<file path="config.mk">
export PLATFORM = sky130hd
export DESIGN_NAME = ctrl_sequencer_flat
export DESIGN_NICKNAME = d
export VERILOG_FILES = /design/src/rtl/ctrl_sequencer_if.sv /design/src/rtl/ctrl_sequencer.sv /design/src/flat_wrapper.sv
export SDC_FILE = /design/constraint.sdc
export NUM_CORES = 1
export LEC_CHECK = 0
export CELL_PAD_IN_SITES_DETAIL_PLACEMENT = 1
export CELL_PAD_IN_SITES_GLOBAL_PLACEMENT = 2
export CORE_ASPECT_RATIO = 2
export CORE_UTILIZATION = 25
export CTS_BUF_LIST = sky130_fd_sc_hd__clkbuf_16
export CTS_CLUSTER_DIAMETER = 150
export CTS_CLUSTER_SIZE = 10
export DETAILED_ROUTE_END_ITERATION = 7
export PLACE_DENSITY = 0.75
export SETUP_SLACK_MARGIN = 0.05
export SLEW_MARGIN = 20
export SYNTH_ARGS = -nofsm -noshare
export SYNTH_HDL_FRONTEND = slang
export SYNTH_SLANG_ARGS = --single-unit
</file>
<file path="constraint.sdc">
create_clock -name clk -period 1.8 [get_ports clk]
set_input_delay 0.27 -clock clk [delete_from_list [all_inputs] [get_ports clk]]
set_output_delay 0.27 -clock clk [all_outputs]
set_load 0.02 [all_outputs]
</file>
<file path="src/rtl/ctrl_sequencer_if.sv">
// Instruction handshake and registered control-word bundle between the
// instruction source and ctrl_sequencer.
interface ctrl_sequencer_if #(
  parameter int INSTR_W = 9
);
  logic [INSTR_W-1:0] instr;
  logic               instr_valid;
  logic               instr_ready;
  logic               ctrl_valid;
  logic [4:0]         reg_op;
  logic [3:0]         reg_src;
  logic [3:0]         reg_dst;
  logic [3:0]         imm;
  logic               mem_sel;
  logic               alu_rs;
  logic [3:0]         math_op;
  logic               movp;

  modport master (
    output instr, instr_valid,
    input  instr_ready, ctrl_valid, reg_op, reg_src, reg_dst, imm,
           mem_sel, alu_rs, math_op, movp
  );

  modport slave (
    input  instr, instr_valid,
    output instr_ready, ctrl_valid, reg_op, reg_src, reg_dst, imm,
           mem_sel, alu_rs, math_op, movp
  );
endinterface

</file>
<file path="src/rtl/ctrl_sequencer.sv">
// Run/halt sequencer: accepts instructions over valid/ready, emits one
// registered control word per instruction and stalls fetch for long ops.
module ctrl_sequencer #(
  parameter int INSTR_W = 9,
  parameter int MEM_LAT = 2,
  parameter int ALU_LAT = 1
) (
  input  logic            clk,
  input  logic            rst_n,
  input  logic            start_i,
  ctrl_sequencer_if.slave bus,
  output logic            busy_o,
  output logic            done_o
);
  localparam int MAX_LAT = (MEM_LAT > ALU_LAT) ? MEM_LAT : ALU_LAT;
  localparam int CNT_W   = (MAX_LAT > 1) ? $clog2(MAX_LAT) : 1;

  typedef enum logic [1:0] {S_IDLE, S_DECODE, S_WAIT, S_HALT} state_e;
  typedef enum logic [4:0] {
    OP_NOP = 5'd0, OP_LOAD = 5'd1, OP_STORE = 5'd2, OP_INCR = 5'd3,
    OP_DECR = 5'd4, OP_JIZR = 5'd5, OP_JNZR = 5'd6, OP_BIZR = 5'd7,
    OP_BNZR = 5'd8, OP_SETH = 5'd9, OP_ALU = 5'd10, OP_LSLC = 5'd11,
    OP_LSRC = 5'd12, OP_FLIP = 5'd13, OP_LJP = 5'd14, OP_FUNC = 5'd15,
    OP_LIT_LO = 5'd16, OP_LIT_HI = 5'd17, OP_MOV = 5'd18
  } op_e;

  logic [1:0] cls_s, sub_s;
  logic       m_s;
  logic [3:0] lo_s;
  logic [2:0] lit_sel_s;

  assign cls_s     = bus.instr[INSTR_W-1 -: 2];
  assign sub_s     = bus.instr[INSTR_W-3 -: 2];
  assign m_s       = bus.instr[INSTR_W-5];
  assign lo_s      = bus.instr[3:0];
  assign lit_sel_s = bus.instr[INSTR_W-2 -: 3];

  op_e        dec_op_s;
  logic [3:0] dec_src_s, dec_dst_s, dec_imm_s, dec_math_s;
  logic       dec_mem_sel_s, dec_alu_rs_s, dec_movp_s;
  logic       dec_is_mem_s, dec_is_alu_s, dec_halt_s;

  // Instruction decode into control-word fields plus stall/halt class.
  always_comb begin
    dec_op_s      = OP_NOP;
    dec_src_s     = 4'd0;
    dec_dst_s     = 4'd0;
    dec_imm_s     = 4'd0;
    dec_math_s    = 4'd0;
    dec_mem_sel_s = 1'b0;
    dec_alu_rs_s  = 1'b0;
    dec_movp_s    = 1'b0;
    dec_is_mem_s  = 1'b0;
    dec_is_alu_s  = 1'b0;
    dec_halt_s    = 1'b0;
    case (cls_s)
      2'd2: begin
        case (sub_s)
          2'd0: begin
            dec_op_s      = m_s ? OP_STORE : OP_LOAD;
            dec_src_s     = m_s ? {1'b0, lo_s[2:0]} : 4'd0;
            dec_dst_s     = m_s ? 4'd0 : {1'b0, lo_s[2:0]};
            dec_mem_sel_s = lo_s[3];
            dec_is_mem_s  = 1'b1;
          end
          2'd1: begin
            dec_op_s  = m_s ? OP_DECR : OP_INCR;
            dec_dst_s = lo_s;
          end
          2'd2: dec_op_s = m_s ? OP_JNZR : OP_JIZR;
          2'd3: begin
            dec_op_s  = m_s ? OP_BNZR : OP_BIZR;
            dec_src_s = lo_s;
          end
          default: dec_op_s = OP_NOP;
        endcase
      end
      2'd3: begin
        case (sub_s)
          2'd0: begin
            dec_op_s  = OP_SETH;
            dec_imm_s = lo_s;
          end
          2'd1: begin
            dec_op_s     = OP_ALU;
            dec_alu_rs_s = m_s;
            dec_math_s   = lo_s;
            dec_is_alu_s = 1'b1;
          end
          2'd2: dec_op_s = m_s ? OP_LSRC : OP_LSLC;
          2'd3: begin
            // sub3/m1 multiplexes LJP, FUNC and the halt encoding on lo.
            if (!m_s) begin
              dec_op_s  = OP_FLIP;
              dec_imm_s = lo_s;
            end else if (lo_s <= 4'd3) begin
              dec_op_s  = OP_LJP;
              dec_imm_s = lo_s;
            end else if ((lo_s == 4'd12) || (lo_s == 4'd13)) begin
              dec_op_s = OP_FUNC;
            end else begin
              dec_halt_s = 1'b1;
            end
          end
          default: dec_op_s = OP_NOP;
        endcase
      end
      default: begin
        if (lit_sel_s == 3'd0) begin
          dec_op_s  = m_s ? OP_LIT_HI : OP_LIT_LO;
          dec_imm_s = lo_s;
        end else begin
          dec_op_s   = OP_MOV;
          dec_dst_s  = bus.instr[7:4];
          dec_src_s  = lo_s;
          dec_movp_s = (bus.instr[7:4] == 4'hF);
        end
      end
    endcase
  end

  state_e             state_d, state_q;
  logic [CNT_W-1:0]   cnt_d, cnt_q;
  logic               start_q, accept_s;

  assign accept_s = (state_q == S_DECODE) && bus.instr_valid;

  // Next-state and stall-counter logic.
  always_comb begin
    state_d = state_q;
    cnt_d   = cnt_q;
    case (state_q)
      S_IDLE: begin
        if (start_i) state_d = S_DECODE;
        else         state_d = S_IDLE;
      end
      S_DECODE: begin
        if (!accept_s) begin
          state_d = S_DECODE;
        end else if (dec_halt_s) begin
          state_d = S_HALT;
        end else if (dec_is_mem_s && (MEM_LAT > 1)) begin
          state_d = S_WAIT;
          cnt_d   = CNT_W'(MEM_LAT - 1);
        end else if (dec_is_alu_s && (ALU_LAT > 1)) begin
          state_d = S_WAIT;
          cnt_d   = CNT_W'(ALU_LAT - 1);
        end else begin
          state_d = S_DECODE;
        end
      end
      S_WAIT: begin
        if (cnt_q <= CNT_W'(1)) state_d = S_DECODE;
        else                    cnt_d   = cnt_q - CNT_W'(1);
      end
      S_HALT: begin
        if (start_i && !start_q) state_d = S_HALT == S_HALT ? S_DECODE : S_HALT;
        else                     state_d = S_HALT;
      end
      default: state_d = S_IDLE;
    endcase
  end

  logic       ready_q, busy_q, done_q, valid_q;
  op_e        op_q;
  logic [3:0] src_q, dst_q, imm_q, math_q;
  logic       mem_sel_q, alu_rs_q, movp_q;

  // State, handshake flags and the one-cycle control word.
  always_ff @(posedge clk or negedge rst_n) begin
    if (!rst_n) begin
      state_q   <= S_IDLE;
      cnt_q     <= '0;
      start_q   <= 1'b0;
      ready_q   <= 1'b0;
      busy_q    <= 1'b0;
      done_q    <= 1'b0;
      valid_q   <= 1'b0;
      op_q      <= OP_NOP;
      src_q     <= 4'd0;
      dst_q     <= 4'd0;
      imm_q     <= 4'd0;
      math_q    <= 4'd0;
      mem_sel_q <= 1'b0;
      alu_rs_q  <= 1'b0;
      movp_q    <= 1'b0;
    end else begin
      state_q   <= state_d;
      cnt_q     <= cnt_d;
      start_q   <= start_i;
      ready_q   <= (state_d == S_DECODE);
      busy_q    <= (state_d == S_DECODE) || (state_d == S_WAIT);
      done_q    <= (state_d == S_HALT);
      valid_q   <= accept_s;
      op_q      <= accept_s ? dec_op_s      : OP_NOP;
      src_q     <= accept_s ? dec_src_s     : 4'd0;
      dst_q     <= accept_s ? dec_dst_s     : 4'd0;
      imm_q     <= accept_s ? dec_imm_s     : 4'd0;
      math_q    <= accept_s ? dec_math_s    : 4'd0;
      mem_sel_q <= accept_s ? dec_mem_sel_s : 1'b0;
      alu_rs_q  <= accept_s ? dec_alu_rs_s  : 1'b0;
      movp_q    <= accept_s ? dec_movp_s    : 1'b0;
    end
  end

  assign bus.instr_ready = ready_q;
  assign bus.ctrl_valid  = valid_q;
  assign bus.reg_op      = op_q;
  assign bus.reg_src     = src_q;
  assign bus.reg_dst     = dst_q;
  assign bus.imm         = imm_q;
  assign bus.math_op     = math_q;
  assign bus.mem_sel     = mem_sel_q;
  assign bus.alu_rs      = alu_rs_q;
  assign bus.movp        = movp_q;
  assign busy_o          = busy_q;
  assign done_o          = done_q;
endmodule
</file>
<file path="src/flat_wrapper.sv">
// flat-port wrapper written by rule: the top's interface ports become plain ports
module ctrl_sequencer_flat 
#(
  parameter int INSTR_W = 9,
  parameter int MEM_LAT = 2,
  parameter int ALU_LAT = 1
)
  (clk, rst_n, start_i, busy_o, done_o, bus_instr, bus_instr_valid, bus_instr_ready, bus_ctrl_valid, bus_reg_op, bus_reg_src, bus_reg_dst, bus_imm, bus_mem_sel, bus_alu_rs, bus_math_op, bus_movp);
  ctrl_sequencer_if #(.INSTR_W(INSTR_W)) bus_i ();
  input  logic clk;
  input  logic rst_n;
  input  logic start_i;
  output logic busy_o;
  output logic done_o;
  input wire logic [$bits(bus_i.instr)-1:0] bus_instr;
  input wire logic [$bits(bus_i.instr_valid)-1:0] bus_instr_valid;
  output wire logic [$bits(bus_i.instr_ready)-1:0] bus_instr_ready;
  output wire logic [$bits(bus_i.ctrl_valid)-1:0] bus_ctrl_valid;
  output wire logic [$bits(bus_i.reg_op)-1:0] bus_reg_op;
  output wire logic [$bits(bus_i.reg_src)-1:0] bus_reg_src;
  output wire logic [$bits(bus_i.reg_dst)-1:0] bus_reg_dst;
  output wire logic [$bits(bus_i.imm)-1:0] bus_imm;
  output wire logic [$bits(bus_i.mem_sel)-1:0] bus_mem_sel;
  output wire logic [$bits(bus_i.alu_rs)-1:0] bus_alu_rs;
  output wire logic [$bits(bus_i.math_op)-1:0] bus_math_op;
  output wire logic [$bits(bus_i.movp)-1:0] bus_movp;
  assign bus_i.instr = bus_instr;
  assign bus_i.instr_valid = bus_instr_valid;
  assign bus_instr_ready = bus_i.instr_ready;
  assign bus_ctrl_valid = bus_i.ctrl_valid;
  assign bus_reg_op = bus_i.reg_op;
  assign bus_reg_src = bus_i.reg_src;
  assign bus_reg_dst = bus_i.reg_dst;
  assign bus_imm = bus_i.imm;
  assign bus_mem_sel = bus_i.mem_sel;
  assign bus_alu_rs = bus_i.alu_rs;
  assign bus_math_op = bus_i.math_op;
  assign bus_movp = bus_i.movp;
  ctrl_sequencer #(.INSTR_W(INSTR_W), .MEM_LAT(MEM_LAT), .ALU_LAT(ALU_LAT)) u_core (.clk(clk), .rst_n(rst_n), .start_i(start_i), .bus(bus_i), .busy_o(busy_o), .done_o(done_o));
endmodule
</file>
==> flow_summary.json, run 1 <==
{
  "status": "finished clean",
  "grt_pass1_vias": 1479,
  "cts.sinks": 31,
  "syn_area_mm2": 0.00140,
  "fin_area_mm2": 0.00226,
  "final_hold_viol_count": 0,
  "synthArstFlopShare_pct": 100,
  "cts_hold_buf": 0,
  "ys_top_cells_by_count": "dfrtp_1, nand2_1, nor2_1",
  "placed_area_mm2": 0.00207,
  "cp_slowest_stage_delay_ps": 480,
  "clk_pin_slew_ps": 50,
  "path_buf_inv": 2,
  "port_buffers": 40,
  "worstPathCellList": "clkdlybuf4s50_1, nand3b_1, o21ai_1, o41ai_4, a31oi_1, ha_1, inv_1",
  "track_usage_pct": 16.9,
  "synth.distinct_cells": 35,
  "wirelength_um": 4480,
  "max_cap_viol_count": 0,
  "grt_max_degree": 32,
  "via_count": 1331,
  "viasPerCell": 4.93,
  "tns_ps": 0,
  "place_congestion": 0.866,
  "die_height_um": 108,
  "drv_slew": 0,
  "pre_cts_ws_ps": -363,
  "wire_per_inst_um": 16.6,
  "power_leakage_uw": 0.00104,
  "synth_ff_type": "dfrtp_1",
  "end_kind": "register",
  "setup_viol_count_final": 0,
  "initial_core_util_pct": 25.9,
  "cp-start-kind": "primary input",
  "post_cts_buffers": 0,
  "yosys.area.top_type": "dfrtp_1",
  "antenna_found_initial": 0,
  "critical_path.top_delay_family": "compound AO/OA/AOI/OAI gates",
  "synthSimpleGateAreaFrac_pct": 21.3,
  "drt_iter0_drc": 27,
  "syn_inst": 138,
  "yosysWarnings": 0,
  "synth_top_area_share_pct": 55.4,
  "synth_mux_area_share_pct": 0,
  "coreArea_mm2": 0.00542,
  "numCtsBuffers": 5,
  "drc": 0,
  "reg2reg_depth": 5,
  "synthAdderAreaFrac_pct": 4.46,
  "dpl.cell_count": 262,
  "hp-class": "primary input to async pin",
  "arrival_ps": 1810,
  "skew_ps": 5.92,
  "gr-total-overflow": 0,
  "power_density_mw_per_mm2": 904,
  "cp_data_required_time_ps": 1970,
  "timing.final.ws_setup_ps": 158,
  "relSlewSlack_pct": 74.6,
  "cts_root_buf": "clkbuf_16",
  "crit_slowest_cell": "clkdlybuf4s50_1",
  "num-nets-final": 227,
  "tightest_slew_ps": 372,
  "dieArea_mm2": 0.00593,
  "antenna_cells": 0,
  "synth_edf_count": 0,
  "stdcell_count": 270,
  "synth-compound-area-share_pct": 14.5,
  "worstSetupPathType": "primary input to register",
  "syn_area_per_cell_um2": 10.2,
  "fin_crit_ps": 1640,
  "rrSetupSlack_ps": 230,
  "die_w_um": 54.9,
  "grt_pass1_wl_um": 6910,
  "insertion_delay_ps": 280,
  "crit_fanout": 3,
  "fin_util_pct": 41.7,
  "synth_top_family_by_area": "simple AND/OR/NAND/NOR gates",
  "cts_tree": "yes",
  "rsz0062_at_grt": "false",
  "clockBufferDepth": 2,
  "pin_count": 41,
  "area_delta_synth_final_pct": 61.3,
  "synthMostInstantiatedCell": "dfrtp_1",
  "drive_above_1_share_pct": 21.0,
  "synth.yosys.seq_area_share_pct": 55.4,
  "row_count": 38,
  "worstReg2RegEnd": "u_core.busy_o$_DFF_PN0_",
  "fmaxAchievable_mhz": 609,
  "fin_crit_sh_pct": 91.2,
  "cts_max_level": 2,
  "synth.top_cells.by_area": "dfrtp_1, nand2_1, ha_1",
  "synth-xor-area-share_pct": 0,
  "first_pass_iters": 3,
  "hpwl_um": 3450,
  "ys_seq_elements": 31,
  "max-vdd-ir-drop_mv": 0.727,
  "fillCellCount": 643,
  "syn_nets": 156,
  "r2r-start": "u_core.state_q[1]$_DFF_PN0_",
  "postRouteAntennaNets": 0
}
metal layers:
| layer | GRT usage (%) | part of all wire [%] | vias up |
|---|---|---|---|
| met2 | 32.7 | 60 | 31 |
| met3 | 2.12 | 2.3 | 14 |
| met1 | 14.6 | 33 | 666 |
| met4 | 10.2 | 4.0 | 0 |
| li1 | - | - | 620 |
| met5 | 0 | 0 | - |
area by class of cell:
| cell class | count | area [um2] | area share (%) |
|---|---|---|---|
| Clock inverter | 3 | 38.8 | 1.72 |
| Timing Repair Buffer | 70 | 633 | 28.0 |
| Tap cell | 60 | 75.1 | 3.32 |
| Multi-Input combinational cell | 94 | 587 | 26.0 |
| Inverter | 7 | 26.3 | 1.16 |
| Sequential cell | 31 | 776 | 34.3 |
| Clock buffer | 5 | 125 | 5.53 |
registers in the layout, indices dropped and copies added, names as in the netlist:
name                    count
u_core.bus.reg_src          4
u_core.bus.mem_sel          1
u_core.bus.alu_rs           1
u_core.bus.reg_dst          4
u_core.start_q              1
u_core.done_o               1
u_core.bus.math_op          4
u_core.bus.reg_op           5
u_core.bus.imm              4
u_core.state_q              2
u_core.bus.movp             1
u_core.busy_o               1
u_core.bus.ctrl_valid       1
u_core.bus.instr_ready      1
kinds of logic after synthesis:
family | count (synthesis)
AO/OA/AOI/OAI | 30
adder cells (fa/ha/maj) | 5
buffers and inverters | 13
flip-flops | 31
AND/OR/NAND/NOR | 59
cells in the final DEF, fill, tap and decap left out, types with 2 or more instances in the layout:
master	n
clkdlybuf4s50_1	37
dfrtp_1	31
buf_4	30
nand2_1	17
nor2_1	16
a21oi_1	7
inv_1	6
nand3_1	6
clkbuf_16	5
nand2b_1	4
nor2b_1	4
o22ai_1	3
o21ai_0	3
nor3_1	3
a22oi_1	3
ha_1	3
dlymetal6s2s_1	3
clkinv_1	2
o21ai_1	2
o31ai_1	2
ha_2	2
power by group:
part | switching [uW] | total (uW) | internal [uW] | leakage, uW
registers | 12.4 | 744 | 731 | 0.000407
clock network | 295 | 939 | 644 | 0.0000812
logic | 192 | 361 | 169 | 0.000556
total | 499 | 2040 | 1540 | 0.00104
per-stage QoR:
step / total power [uW] / hold WS [ps]
4_1_cts: 2060 / 397
3_3_place_gp: 1100 / 500
5_1_grt: 2110 / 423
2_1_floorplan: 909 / -25.6
3_5_place_dp: 1110 / 541
6_report: 2040 / 376
how the worst max path moves through the flow:
stage / startpoint / to / cells past startpoint
floorplan: bus_instr[5] / u_core.busy_o$_DFF_PN0_ / 7
global placement: bus_instr[5] / u_core.bus.reg_src[0]$_DFF_PN0_ / 7
detailed placement: bus_instr[5] / u_core.busy_o$_DFF_PN0_ / 8
CTS: bus_instr[5] / u_core.busy_o$_DFF_PN0_ / 8
global route: bus_instr[8] / u_core.busy_o$_DFF_PN0_ / 6
finish: bus_instr[1] / u_core.busy_o$_DFF_PN0_ / 7
what timing repair did:
item                       CTS  global route
cloned                       0             0
gates resized for setup      3             6
pin swaps                    1             2
setup endpoints to repair    8            10
(Power assumes the default switching activity.)
==> run 2, diff against run 1 <==
Settings changed: CORE_MARGIN from default to 8, CTS_CLUSTER_SIZE 10 to default.
==> run 2 against run 1 <==
  * Non-clock buffer count is the same
  * Via count shrank 4.4%
  * Core utilization shrank 0.46 points
  * Clock-buffer cell count is the same
  * Sequential share of layout area grew 0.38 points
  * Setup slack gained 33 ps
  * Flip-flop and latch count is the same
  * Power shrank 8.1%
  * Routed wire length grew 1.8%
  * Clock power shrank 18%
  * Cell area shrank 1.1%
  * Combinational power is essentially flat
  * Largest cell class unchanged
  * Highest routed layer unchanged
==> flow_summary.json, run 2 (synthesized netlist as in run 1, its figures left out) <==
{
  "status": "finished clean",
  "cts.sinks": 31,
  "drive_above_1_share_pct": 19.6,
  "clockBufferDepth": 2,
  "setup_viol_count_final": 0,
  "max-vdd-ir-drop_mv": 0.418,
  "cp.depth": 7,
  "antenna_cells": 0,
  "arrival_ps": 1770,
  "wirelength_um": 4560,
  "wire_per_inst_um": 17.0,
  "place_congestion": 0.861,
  "fmaxAchievable_mhz": 621,
  "power_density_mw_per_mm2": 840,
  "coreArea_mm2": 0.00542,
  "initial_core_util_pct": 25.9,
  "worstSetupPathType": "primary input to register",
  "fin_crit_sh_pct": 89.4,
  "via_count": 1272,
  "area_delta_synth_final_pct": 59.6,
  "row_count": 38,
  "largest_register_ff_count": 5,
  "cts_root_buf": "clkbuf_16",
  "antenna_found_initial": 0,
  "gr-total-overflow": 0,
  "first_pass_iters": 4,
  "tightest_slew_ps": 434,
  "skew_ps": 3.40,
  "reg2reg_depth": 5,
  "cp_data_required_time_ps": 1970,
  "r2r-start": "u_core.state_q[1]$_DFF_PN0_",
  "final_common_cell": "clkdlybuf4s50_1",
  "worstReg2RegEnd": "u_core.bus.reg_op[3]$_DFF_PN0_",
  "relSlewSlack_pct": 70.9,
  "hpwl_um": 3610,
  "fin_area_mm2": 0.00224,
  "rrSetupSlack_ps": 270,
  "postRouteAntennaNets": 0,
  "grt_pass1_vias": 1498,
  "worstPathCellList": "clkdlybuf4s50_1, nand3b_1, o21ai_1, o41ai_4, a31oi_1, ha_1, inv_1",
  "drt_iter0_drc": 36,
  "path_buf_inv": 2,
  "power_leakage_uw": 0.00104,
  "track_usage_pct": 11.7,
  "rsz0062_at_grt": "false",
  "fin_util_pct": 41.3,
  "num-nets-final": 227,
  "viasPerCell": 4.73,
  "critical_path.top_delay_family": "compound AO/OA/AOI/OAI gates",
  "hp-class": "primary input to async pin",
  "grt_pass1_wl_um": 7280,
  "insertion_delay_ps": 270,
  "crit_fanout": 3,
  "crit_slowest_cell": "clkdlybuf4s50_1",
  "dieArea_mm2": 0.00840,
  "port_buffers": 40,
  "numCtsBuffers": 5,
  "pin_count": 41,
  "clk_pin_slew_ps": 50,
  "final_hold_viol_count": 0,
  "die_w_um": 68.9,
  "grt_max_degree": 32,
  "cts_tree": "yes",
  "end_kind": "register",
  "die_height_um": 122,
  "post_cts_buffers": 0,
  "max_cap_viol_count": 0,
  "drv_slew": 0,
  "layout_common_cells": "clkdlybuf4s50_1, dfrtp_1, buf_4",
  "placed_area_mm2": 0.00207,
  "fin_crit_ps": 1610,
  "cts_hold_buf": 0,
  "cts_max_level": 2,
  "cp_slowest_stage_delay_ps": 500,
  "cp-start-kind": "primary input",
  "drc": 0
}
[run 2: cell count changes in the layout (fill, tap and decap cells not counted), sizes merged]
cell	previous run	this run
dlygate4sd2	0	1
clkdlybuf4s50	37	36
bufinv	1	0
[run 2: what timing repair did]
| action | CTS | global route |
|---|---|---|
| resized for setup | 3 | 5 |
| pin swaps | 1 | 1 |
| endpoints found under the setup margin | 12 | 10 |
| hold endpoints to repair | 0 | 0 |
[run 2: worst max path at each step]
stage / startpoint / to / slack (ps)
after global placement: bus_instr[5] / u_core.bus.reg_src[1]$_DFF_PN0_ / -290
after detailed placement: bus_instr[5] / u_core.busy_o$_DFF_PN0_ / -320
after floorplan: bus_instr[5] / u_core.busy_o$_DFF_PN0_ / 320
after global routing: bus_instr[2] / u_core.busy_o$_DFF_PN0_ / 80
after CTS: bus_instr[7] / u_core.bus.reg_op[3]$_DFF_PN0_ / 70
final: bus_instr[1] / u_core.busy_o$_DFF_PN0_ / 190
[run 2: layout make-up]
type	count	area (um2)
fillers	629	3180
flip-flops and latches	31	776
repair buffers	70	632
multi-input cells	94	593
clock buffers	5	125
well taps	60	75.1
inverters	7	26.3
clock inverters	2	8.76
[run 2: power by group]
group,internal [uW],total [uW],switching [uW]
combinational,170,362,192
sequential,732,744,12.4
clock,495,771,276
total,1400,1880,480
[run 2: through the flow]
| stage | setup TNS, ps | total power [uW] | hold slack (ps) | worst slack (ps) | instances |
|---|---|---|---|---|---|
| after floorplan | 0 | 909 | -25.6 | 317 | 138 |
| after global placement | -3100 | 1100 | 497 | -288 | 262 |
| after detailed placement | -3910 | 1110 | 531 | -323 | 262 |
| after CTS | 0 | 1890 | 397 | 68.5 | 269 |
| after global routing | 0 | 1950 | 432 | 78.0 | 269 |
| final | 0 | 1880 | 383 | 191 | 269 |
[run 2: worst register-to-register path: cells and delay by family, from the launching register on]
family,cells,cell delay (ps)
buf+inv,1,200
flops,1,400
simple gates,2,290
compound gates,2,530
[run 2: routing by layer]
layer	global-route usage [%]	vias to the layer above	wire, um	part of all wire [%]
met5	0	-	0	0
met4	7.84	0	141	3.1
met3	1.29	9	167	3.7
met2	22.7	28	2760	61
met1	9.96	619	1490	33
li1	-	616	-	-
==> run 3, diff against run 2 <==
Settings changed: CAP_MARGIN from default to 20.
==> results of run 3 <==
Final layout, timing and power as in run 2 (identical DEF).
